<file path="src/rtl/muldiv_ctrl_if.sv">
// CPU-side request bus of the multiply/divide sequencer: operation request,
// operands, pipeline stall and the MFHI/MFLO read-back value.
interface muldiv_ctrl_if;
  logic        op_valid;
  logic [2:0]  op_code;
  logic [31:0] rs_val;
  logic [31:0] rt_val;
  logic        stall;
  logic [31:0] rd_data;

  modport master (output op_valid, op_code, rs_val, rt_val, input stall, rd_data);
  modport slave  (input op_valid, op_code, rs_val, rt_val, output stall, rd_data);
endinterface

</file>
<file path="src/rtl/muldiv_ctrl.sv">
// Sequencer between the CPU control unit and the multi-cycle mult/div units,
// owning architectural HI/LO. Define MULDIV_MTHILO_EN to enable MTHI/MTLO.
module muldiv_ctrl #(
  parameter int TIMEOUT_CYCLES = 48,
  parameter int CNT_W          = 6
) (
  input  logic               clk,
  input  logic               reset,
  muldiv_ctrl_if.slave       cpu,
  output logic [31:0]        hi,
  output logic [31:0]        lo,
  output logic [31:0]        unit_a,
  output logic [31:0]        unit_b,
  output logic               mult_start,
  input  logic               mult_done,
  input  logic [31:0]        mult_hi,
  input  logic [31:0]        mult_lo,
  output logic               div_start,
  input  logic               div_done,
  input  logic [31:0]        div_rem,
  input  logic [31:0]        div_quo,
  output logic               div_zero,
  output logic               timeout_err
);

  localparam logic [2:0] OP_MULT = 3'b000;
  localparam logic [2:0] OP_DIV  = 3'b001;
  localparam logic [2:0] OP_MFHI = 3'b010;
  localparam logic [2:0] OP_MFLO = 3'b011;
`ifdef MULDIV_MTHILO_EN
  localparam logic [2:0] OP_MTHI = 3'b100;
  localparam logic [2:0] OP_MTLO = 3'b101;
`endif
  localparam logic [CNT_W-1:0] CNT_LAST = CNT_W'(TIMEOUT_CYCLES - 1);

  typedef enum logic [2:0] {
    S_IDLE    = 3'd0,
    S_START_M = 3'd1,
    S_START_D = 3'd2,
    S_WAIT_M  = 3'd3,
    S_WAIT_D  = 3'd4
  } state_t;

  state_t            state_r, state_s;
  logic [CNT_W-1:0]  cnt_r, cnt_s;
  logic [31:0]       hi_s, lo_s, unit_a_s, unit_b_s, rd_data_s;
  logic              mult_start_s, div_start_s, div_zero_s, timeout_s, stall_s;

  assign cpu.stall   = stall_s;
  assign cpu.rd_data = rd_data_s;

  // Next-state, datapath updates, stall and read-back decode.
  always_comb begin
    state_s      = state_r;
    cnt_s        = cnt_r;
    hi_s         = hi;
    lo_s         = lo;
    unit_a_s     = unit_a;
    unit_b_s     = unit_b;
    mult_start_s = 1'b0;
    div_start_s  = 1'b0;
    div_zero_s   = 1'b0;
    timeout_s    = 1'b0;
    stall_s      = 1'b0;
    rd_data_s    = 32'h0000_0000;
    case (state_r)
      S_IDLE: begin
        if (cpu.op_valid) begin
          case (cpu.op_code)
            OP_MULT: begin
              unit_a_s     = cpu.rs_val;
              unit_b_s     = cpu.rt_val;
              mult_start_s = 1'b1;
              stall_s      = 1'b1;
              state_s      = S_START_M;
            end
            OP_DIV: begin
              if (cpu.rt_val == 32'h0000_0000) begin
                div_zero_s = 1'b1;
              end else begin
                unit_a_s    = cpu.rs_val;
                unit_b_s    = cpu.rt_val;
                div_start_s = 1'b1;
                stall_s     = 1'b1;
                state_s     = S_START_D;
              end
            end
            OP_MFHI: rd_data_s = hi;
            OP_MFLO: rd_data_s = lo;
`ifdef MULDIV_MTHILO_EN
            OP_MTHI: hi_s = cpu.rs_val;
            OP_MTLO: lo_s = cpu.rs_val;
`endif
            default: state_s = S_IDLE;
          endcase
        end else begin
          state_s = S_IDLE;
        end
      end
      // Start pulse is registered, so it was raised on entry and is high here.
      S_START_M: begin
        stall_s = 1'b1;
        cnt_s   = {CNT_W{1'b0}};
        state_s = S_WAIT_M;
      end
      S_START_D: begin
        stall_s = 1'b1;
        cnt_s   = {CNT_W{1'b0}};
        state_s = S_WAIT_D;
      end
      S_WAIT_M: begin
        if (mult_done) begin
          hi_s    = mult_hi;
          lo_s    = mult_lo;
          state_s = S_IDLE;
        end else if (cnt_r == CNT_LAST) begin
          stall_s   = 1'b1;
          timeout_s = 1'b1;
          state_s   = S_IDLE;
        end else begin
          stall_s = 1'b1;
          cnt_s   = cnt_r + CNT_W'(1);
        end
      end
      S_WAIT_D: begin
        if (div_done) begin
          hi_s    = div_rem;
          lo_s    = div_quo;
          state_s = S_IDLE;
        end else if (cnt_r == CNT_LAST) begin
          stall_s   = 1'b1;
          timeout_s = 1'b1;
          state_s   = S_IDLE;
        end else begin
          stall_s = 1'b1;
          cnt_s   = cnt_r + CNT_W'(1);
        end
      end
      default: state_s = S_IDLE;
    endcase
  end

  // State, counter, HI/LO, operand latches and registered pulses.
  always_ff @(posedge clk or posedge reset) begin
    if (reset) begin
      state_r     <= S_IDLE;
      cnt_r       <= {CNT_W{1'b0}};
      hi          <= 32'h0000_0000;
      lo          <= 32'h0000_0000;
      unit_a      <= 32'h0000_0000;
      unit_b      <= 32'h0000_0000;
      mult_start  <= 1'b0;
      div_start   <= 1'b0;
      div_zero    <= 1'b0;
      timeout_err <= 1'b0;
    end else begin
      state_r     <= state_s;
      cnt_r       <= cnt_s;
      hi          <= hi_s;
      lo          <= lo_s;
      unit_a      <= unit_a_s;
      unit_b      <= unit_b_s;
      mult_start  <= mult_start_s;
      div_start   <= div_start_s;
      div_zero    <= div_zero_s;
      timeout_err <= timeout_s;
    end
  end

endmodule

</file>
<file path="src/flat_wrapper.sv">
// flat-port wrapper written by rule: the top's interface ports become plain ports
module muldiv_ctrl_flat 
#(
  parameter int TIMEOUT_CYCLES = 48,
  parameter int CNT_W          = 6
)
  (clk, reset, hi, lo, unit_a, unit_b, mult_start, mult_done, mult_hi, mult_lo, div_start, div_done, div_rem, div_quo, div_zero, timeout_err, cpu_op_valid, cpu_op_code, cpu_rs_val, cpu_rt_val, cpu_stall, cpu_rd_data);
  muldiv_ctrl_if cpu_i ();
  input  logic clk;
  input  logic reset;
  output logic [31:0] hi;
  output logic [31:0] lo;
  output logic [31:0] unit_a;
  output logic [31:0] unit_b;
  output logic mult_start;
  input  logic mult_done;
  input  logic [31:0] mult_hi;
  input  logic [31:0] mult_lo;
  output logic div_start;
  input  logic div_done;
  input  logic [31:0] div_rem;
  input  logic [31:0] div_quo;
  output logic div_zero;
  output logic timeout_err;
  input wire logic [$bits(cpu_i.op_valid)-1:0] cpu_op_valid;
  input wire logic [$bits(cpu_i.op_code)-1:0] cpu_op_code;
  input wire logic [$bits(cpu_i.rs_val)-1:0] cpu_rs_val;
  input wire logic [$bits(cpu_i.rt_val)-1:0] cpu_rt_val;
  output wire logic [$bits(cpu_i.stall)-1:0] cpu_stall;
  output wire logic [$bits(cpu_i.rd_data)-1:0] cpu_rd_data;
  assign cpu_i.op_valid = cpu_op_valid;
  assign cpu_i.op_code = cpu_op_code;
  assign cpu_i.rs_val = cpu_rs_val;
  assign cpu_i.rt_val = cpu_rt_val;
  assign cpu_stall = cpu_i.stall;
  assign cpu_rd_data = cpu_i.rd_data;
  muldiv_ctrl #(.TIMEOUT_CYCLES(TIMEOUT_CYCLES), .CNT_W(CNT_W)) u_core (.clk(clk), .reset(reset), .cpu(cpu_i), .hi(hi), .lo(lo), .unit_a(unit_a), .unit_b(unit_b), .mult_start(mult_start), .mult_done(mult_done), .mult_hi(mult_hi), .mult_lo(mult_lo), .div_start(div_start), .div_done(div_done), .div_rem(div_rem), .div_quo(div_quo), .div_zero(div_zero), .timeout_err(timeout_err));
endmodule
</file>
<file path="config.mk">
export PLATFORM = sky130hd
export DESIGN_NAME = muldiv_ctrl_flat
export DESIGN_NICKNAME = d
export VERILOG_FILES = /design/src/rtl/muldiv_ctrl_if.sv /design/src/rtl/muldiv_ctrl.sv /design/src/flat_wrapper.sv
export SDC_FILE = /design/constraint.sdc
export NUM_CORES = 1
export LEC_CHECK = 0
export ABC_AREA = 1
export BUFFER_PORTS_ARGS = -buffer_cell sky130_fd_sc_hd__clkbuf_2
export CAP_MARGIN = 20
export CORE_AREA = 4 4 138 140
export CTS_BUF_LIST = sky130_fd_sc_hd__clkbuf_8
export DETAILED_ROUTE_END_ITERATION = 10
export DIE_AREA = 0 0 142 144
export GPL_ROUTABILITY_DRIVEN = 0
export PLACE_DENSITY = 0.7
export RECOVER_POWER = 50
export SYNTH_ARGS = -nofsm -noshare
export SYNTH_HDL_FRONTEND = slang
export SYNTH_SLANG_ARGS = --single-unit
</file>
<file path="constraint.sdc">
create_clock -name clk -period 5.9 [get_ports clk]
set_input_delay 0.59 -clock clk [delete_from_list [all_inputs] [get_ports clk]]
set_output_delay 0.59 -clock clk [all_outputs]
set_load 0.02 [all_outputs]
</file>
==> results.env, run 1 <==
DIEAREA_UM2=20400
SYNTH_COMMON_CELLS='sky130_fd_sc_hd__nand3_1, sky130_fd_sc_hd__nand2_1, sky130_fd_sc_hd__dfrtp_1'
CELLLEAKAGEPOWER_nW=4.46
PORT-BUFFER-COUNT=364
FILL_CELLS=1842
TRITONCTS='built'
SYNTH-EDFF-COUNT=0
GRT_ANTENNA_BEFORE_REPAIR=1
REPORT.FINAL.SLEW_VIOL_COUNT=144
PERIOD_SHARE=0.659
CTS_MAX_LEVEL=4
DOMINANT_CELL_BY_COUNT_IN_THE_SYNTHESIZED_NETLIST='sky130_fd_sc_hd__nand3_1'
SETUP.WORST_PATH.END_CLASS='asynchronous set/reset pin'
SYN-NUM-NETS=1046
START_KIND='primary input'
COREAREA_UM2=17800
WORST_SETUP_HOLD_PATH_CLK_SLEW_NS=0.09
POST-CTS-SETUP-BUFFER-COUNT=0
DRTANTENNAVIOLNETS=0
FINAL-INSTANCE-COUNT-EXCL-FILL=1412
FMAX_MHz=257
HPWL_UM=17500
CHIPWIDTH_UM=142
DETAIL_ROUTE.FIRST_PASS.ITERATIONS=6
CRITICAL_PATH_REQUIRED_NS=6.11
VDD_DROP_MAX_mV=0.249
GRT_SETUP_UNREPAIRED='no'
STATUS='finished with violations'
SETUP_VIOL=0
CTS_MADE_BUFFERS=17
YS_ASYNC_SR_FRACTION=1.00
DOMINANT_SYNTHESIZED_FLOP_CELL='sky130_fd_sc_hd__dfrtp_1'
SYN_AREA_PER_CELL_UM2=8.17
PLACE_INST=1378
SKEW_NS=0.00947
VIAS=7370
HOLD_VIOL_FINAL=0
MULTIINPUTGATEAREA_UM2=2960
MIN-DELAY-PATH-CLASS='primary input to flip-flop'
NUM_IO_PINS=365
GRT_REMAINING_OVERFLOW=0
DIE_H_UM=144
CTS_RESIZED=0
POSTSYNTHREGISTERBITS=141
NUMBER_OF_GLOBAL_ROUTE_VIAS_BEFORE_REPAIR=7084
POST_ROUTE_CELLS_DRIVE_ABOVE_1_SHARE=0.246
STARTING_DRC_COUNT_IN_DETAILED_ROUTING=399
GROUTE.USAGE.OVERALL=0.230
ROOT_BUFFER='sky130_fd_sc_hd__clkbuf_8'
HOLD_BUF_CTS=0
AREA.GROWTH.SYNTH_TO_FINAL_PCT=30.1
POST_SYNTH_NUM_CELL_TYPES=27
ROWS=49
SETUP_TNS_NS=0
CRITPATHKIND='primary input to asynchronous set/reset pin'
AVGVIACOUNTPERCELL=5.22
POST_SYNTH_INSTANCE_AREA_UM2=6910
CLKLATENCYLATEPIN_NS=0.44
GRT_START_MAX_NET_PINS=129
CLOCK-SINKS=141
AVGROUTEDWIREPERCELL_UM=17.2
CRITICAL_PATH.MAX_FANOUT=71
DETAIL_ROUTE.WIRELENGTH_UM=24300
TIMING.FINAL.CRIT_PERIOD_NS=3.89
NET_COUNT_REPORTED_AT_FINISH=1370
DRC=0
WORST_SLEW_PIN_SLEW_NS=3.21
SYNTH-WARNING-COUNT=0
MAIN_AREA_CONTRIBUTORS_AFTER_SYNTHESIS='sky130_fd_sc_hd__dfrtp_1, sky130_fd_sc_hd__nand3_1, sky130_fd_sc_hd__nand2_1'
FF_LATCH_AREA_UM2=3530
POST_SYNTH_TOP_AREA_CELL='sky130_fd_sc_hd__dfrtp_1'
CLOCKBUFFERDEPTH=2
CELLPOWERDENSITY_nW_PER_UM2=510
FINALHOLDWORSTSLACK_NS=0.378
VIOLATIONS='capacitance limit, slew limit'
CRITPATHARRIVALTIME_NS=4.10
SYNTH_SEQ_AREA_SHARE=0.511
INITIAL_CORE_UTIL=0.387
SYNTH_TOP_AREA_SHARE=0.511
POST_SYNTH_INST_COUNT=845
FIRST_PASS_GRT_WIRE_LENGTH_UM=37400
RELSLEWSLACK=-1.15
DRV.MAX_CAP_VIOLATION_COUNT=2
## stage by stage
step	util	setup slack (ns)	instance area (µm²)	power (mW)
floorplan	-	1.53	6910	3.12
CTS	0.511	2.27	9120	4.72
global placement	0.490	2.67	8740	3.91
global route	0.503	1.20	8980	4.91
finish	0.503	2.01	8980	4.58
detailed placement	0.490	2.65	8740	3.95
## sequential cells by signal, summed over array words and instances, names as in the netlist
signal,count
u_core.div_zero,1
u_core.unit_a,32
u_core.mult_start,1
u_core.cnt_r,6
u_core.hi,32
u_core.div_start,1
u_core.unit_b,32
u_core.lo,32
u_core.state_r,3
u_core.timeout_err,1
## kinds of logic after synthesis
kind of cell,Yosys count,share of synthesized area
AO/OA/AOI/OAI,101,0.0968
XOR/XNOR,3,0.00381
adder cells (fa/ha/maj),1,0.00181
buffers and inverters,86,0.0650
flip-flops,141,0.511
AND/OR/NAND/NOR,513,0.322
## layout by cell type, fill, tap and decap left out, drive strengths merged, types with 2 or more instances in the layout
master,instances
bufinv,2
dfrtp,141
clkbuf,382
a21oi,3
clkinvlp,7
a31oi,64
xor2,2
or2,2
clkinv,3
inv,18
nor2,132
a22oi,29
o21ai,3
nand2,177
nand3,200
buf,11
## where the power goes
part / switching (mW) / internal (mW)
combinational: 1.46 / 0.594
clock: 0.393 / 0.373
sequential: 0.353 / 1.40
total: 2.21 / 2.37
## final cells by class
cell class	count	share of cell area
clock buffer	17	0.0261
clock inverter	15	0.0166
multi-input combinational	618	0.329
tap	229	0.0319
inverter	15	0.00641
timing repair buffer	376	0.196
sequential	141	0.393
antenna	1	0.000279
## path summary, 6_finish.rpt
check	startpoint	to	slack [ns]	cells past startpoint
max	reset	u_core.unit_b[17]$_DFFE_PP0P_	2.01	3
min	mult_hi[24]	u_core.hi[24]$_DFFE_PP0P_	0.38	3
max reg2reg	u_core.state_r[1]$_DFFE_PP0P_	u_core.unit_a[13]$_DFFE_PP0P_	3.36	8
min reg2reg	u_core.unit_a[4]$_DFFE_PP0P_	u_core.unit_a[4]$_DFFE_PP0P_	0.50	2
max in group clk	u_core.state_r[1]$_DFFE_PP0P_	cpu_stall	2.35	8
min in group asynchronous	reset	u_core.unit_b[19]$_DFFE_PP0P_	1.04	2
## routing by layer
metal	wire, µm	part of all wire	up-vias	track usage
met5	0	0	-	0
met4	450	0.019	0	0.0768
met3	2280	0.094	26	0.0615
met2	12000	0.49	354	0.382
met1	9580	0.39	3467	0.294
li1	-	-	3523	-
## worst max-delay path, stage by stage
cell and delay, ns:
sky130_fd_sc_hd__clkbuf_2 0.09, sky130_fd_sc_hd__clkinvlp_2 1.77, sky130_fd_sc_hd__clkbuf_2 1.51
(Power assumes the default switching activity.)
==> inputs of run 2 (changes only) <==
==> constraint.sdc (replaced) <==
create_clock -name clk -period 3.63 [get_ports clk]
set_input_delay 0.363 -clock clk [delete_from_list [all_inputs] [get_ports clk]]
set_output_delay 0.363 -clock clk [all_outputs]
set_load 0.02 [all_outputs]
==> results.env, run 2 (synthesis gave the netlist of run 1 again) <==
FIRST_PASS_GRT_WIRE_LENGTH_UM=37400  # about the same
WORST_SLEW_PIN_SLEW_NS=1.66  # was 3.21 ns
NUMBER_OF_GLOBAL_ROUTE_VIAS_BEFORE_REPAIR=7019  # was 7084
WORST_SETUP_HOLD_PATH_CLK_SLEW_NS=0.08  # was 0.09 ns
SKEW_NS=0.0144  # was 0.00947 ns
R2R_END='u_core.state_r[1]$_DFFE_PP0P_'  # was u_core.unit_a[13]$_DFFE_PP0P_
FILL_CELLS=1759  # was 1842
CHIPWIDTH_UM=142  # unchanged
CLOCKBUFFERDEPTH=2  # unchanged
GROUTE.USAGE.OVERALL=0.229  # was 0.230
VIOLATIONS='capacitance limit, slew limit'  # unchanged
INITIAL_CORE_UTIL=0.387  # unchanged
ANT_CELLS=0  # was 1
NUM_IO_PINS=365  # unchanged
ROOT_BUFFER='sky130_fd_sc_hd__clkbuf_8'  # unchanged
DRTANTENNAVIOLNETS=0  # unchanged
PERIOD_SHARE=0.775
DRV.MAX_CAP_VIOLATION_COUNT=2  # unchanged
SETUP.WORST_PATH.END_CLASS='primary output'  # was asynchronous set/reset pin
GRT_ANTENNA_BEFORE_REPAIR=0  # was 1
RRSETUPSLACK_NS=1.09  # was 3.36 ns
CELLPOWERDENSITY_nW_PER_UM2=826  # was 510 nW/µm²
TOP_SIGNAL_LAYER_USED='met4'  # unchanged
RR_STARTPOINT='u_core.state_r[1]$_DFFE_PP0P_'  # unchanged
AVGROUTEDWIREPERCELL_UM=17.3  # was 17.2 µm
TRITONCTS='built'  # unchanged
DETAIL_ROUTE.FIRST_PASS.ITERATIONS=5  # was 6
CTS_MADE_BUFFERS=17  # unchanged
AVGVIACOUNTPERCELL=5.21  # was 5.22
POST_ROUTE_CELLS_DRIVE_ABOVE_1_SHARE=0.290  # was 0.246
MIN-DELAY-PATH-CLASS='primary input to flip-flop'  # unchanged
CRITICAL_PATH.MAX_FANOUT=34  # was 71
CTS_RESIZED=0  # unchanged
DETAIL_ROUTE.WIRELENGTH_UM=24500  # was 24300 µm
DRC=0  # unchanged
HOLD_PATH_DEPTH=3  # unchanged
UTILIZATION=0.508  # was 0.503
M1WIRELENGTH_UM=9670  # was 9580 µm
CTS_MAX_LEVEL=4  # unchanged
GRT_SETUP_UNREPAIRED='no'  # unchanged
VIAS=7368  # was 7370
ROUTED-WL-MET2_UM=11900  # was 12000 µm
LAYOUT_COMMON_CELLS='sky130_fd_sc_hd__clkbuf_2, sky130_fd_sc_hd__nand3_1, sky130_fd_sc_hd__nand2_1'  # unchanged
ROWS=49  # unchanged
LAYOUT_COMMONEST_CELL='sky130_fd_sc_hd__clkbuf_2'  # unchanged
POST-CTS-SETUP-BUFFER-COUNT=0  # unchanged
COREAREA_UM2=17800  # unchanged
START_KIND='flip-flop'  # was primary input
STARTING_DRC_COUNT_IN_DETAILED_ROUTING=344  # was 399
FMAX_MHz=356
CELLLEAKAGEPOWER_nW=4.64  # was 4.46 nW
CRITICAL_PATH_REQUIRED_NS=3.27  # was 6.11 ns
CLKLATENCYLATEPIN_NS=0.43  # was 0.44 ns
TIMING.FINAL.CRIT_PERIOD_NS=2.81
PORT-BUFFER-COUNT=364  # unchanged
HPWL_UM=17700  # was 17500 µm
STARTPOINT_OF_THE_TIGHTEST_HOLD_CHECK_PATH='cpu_rs_val[24]'  # was mult_hi[24]
RELSLEWSLACK=-0.116  # was -1.15
FINALHOLDWORSTSLACK_NS=0.158  # was 0.378 ns
WORSTREGTOREGCELLS=9  # was 8
SETUP_VIOL=0  # unchanged
CLOCK-SINKS=141  # unchanged
NET_COUNT_REPORTED_AT_FINISH=1375  # was 1370
MET3_WIRELENGTH_UM=2390  # was 2280 µm
SETUP_TNS_NS=0  # unchanged
DIEAREA_UM2=20400  # unchanged
REPORT.FINAL.SLEW_VIOL_COUNT=99  # was 144
GRT_START_MAX_NET_PINS=68  # was 129
DIE_H_UM=144  # unchanged
VDD_DROP_MAX_mV=0.393  # was 0.249 mV
AREA.GROWTH.SYNTH_TO_FINAL_PCT=31.3  # was 30.1%
HOLD_VIOL_FINAL=0  # unchanged
GRT_REMAINING_OVERFLOW=0  # unchanged
MIN_TO='u_core.unit_a[24]$_DFFE_PP0P_'  # was u_core.hi[24]$_DFFE_PP0P_
CRITPATHKIND='flip-flop to primary output'  # was primary input to asynchronous set/reset pin
STATUS='finished with violations'  # unchanged
HOLD_BUF_CTS=0  # unchanged
CRITPATHARRIVALTIME_NS=2.45  # was 4.10 ns
[run 2: report_power, final]
part | leakage [nW] | internal [mW] | switching, mW | total (mW)
registers | 1.71 | 2.28 | 0.547 | 2.82
logic | 2.73 | 1.04 | 2.39 | 3.43
clock network | 0.194 | 0.617 | 0.611 | 1.23
[run 2: worst max-delay path by stage]
stage                                   from                             to  slack [ns]  cells past startpoint
2_1_floorplan                          reset    u_core.cnt_r[0]$_DFFE_PP0P_        1.50                      1
3_3_place_gp   u_core.state_r[1]$_DFFE_PP0P_  u_core.state_r[1]$_DFFE_PP0P_        1.11                      9
3_5_place_dp   u_core.state_r[1]$_DFFE_PP0P_  u_core.state_r[1]$_DFFE_PP0P_        1.11                      9
4_1_cts        u_core.state_r[1]$_DFFE_PP0P_                      cpu_stall        0.76                      6
5_1_grt                                reset      u_core.lo[19]$_DFFE_PP0P_        0.61                      3
6_report       u_core.state_r[1]$_DFFE_PP0P_                      cpu_stall        0.82                      6
[run 2: cell type report]
type / instances / area (µm²) / area share
clock buffers: 18 / 248 / 0.0273
clock inverters: 12 / 124 / 0.0137
inverters: 15 / 57.6 / 0.00635
multi-input cells: 618 / 2960 / 0.326
flip-flops and latches: 141 / 3530 / 0.389
well taps: 229 / 287 / 0.0316
repair buffers: 381 / 1860 / 0.205
[run 2: stage by stage]
step	instance area, µm²	worst slack, ns	std cells	power (mW)
floorplan	6910	1.50	845	5.08
global placement	8800	1.11	1383	6.34
detailed placement	8800	1.11	1383	6.41
CTS	9170	0.758	1413	7.65
global route	9060	0.613	1414	8.04
finish	9060	0.818	1414	7.48
[run 2: per-layer routing]
metal / GRT usage / vias up
li1: - / 3528
met1: 0.292 / 3458
met2: 0.373 / 348
met3: 0.0701 / 34
met4: 0.0793 / 0
met5: 0 / -
[run 2: worst max-delay path, stage by stage (launching register included)]
cell and delay [ns]:
sky130_fd_sc_hd__dfrtp_1 0.45, sky130_fd_sc_hd__nor2_4 0.16, sky130_fd_sc_hd__nand3_4 0.36, sky130_fd_sc_hd__nor2_4 0.53
sky130_fd_sc_hd__o21ai_4 0.23, sky130_fd_sc_hd__nand3_1 0.12, sky130_fd_sc_hd__clkbuf_2 0.18
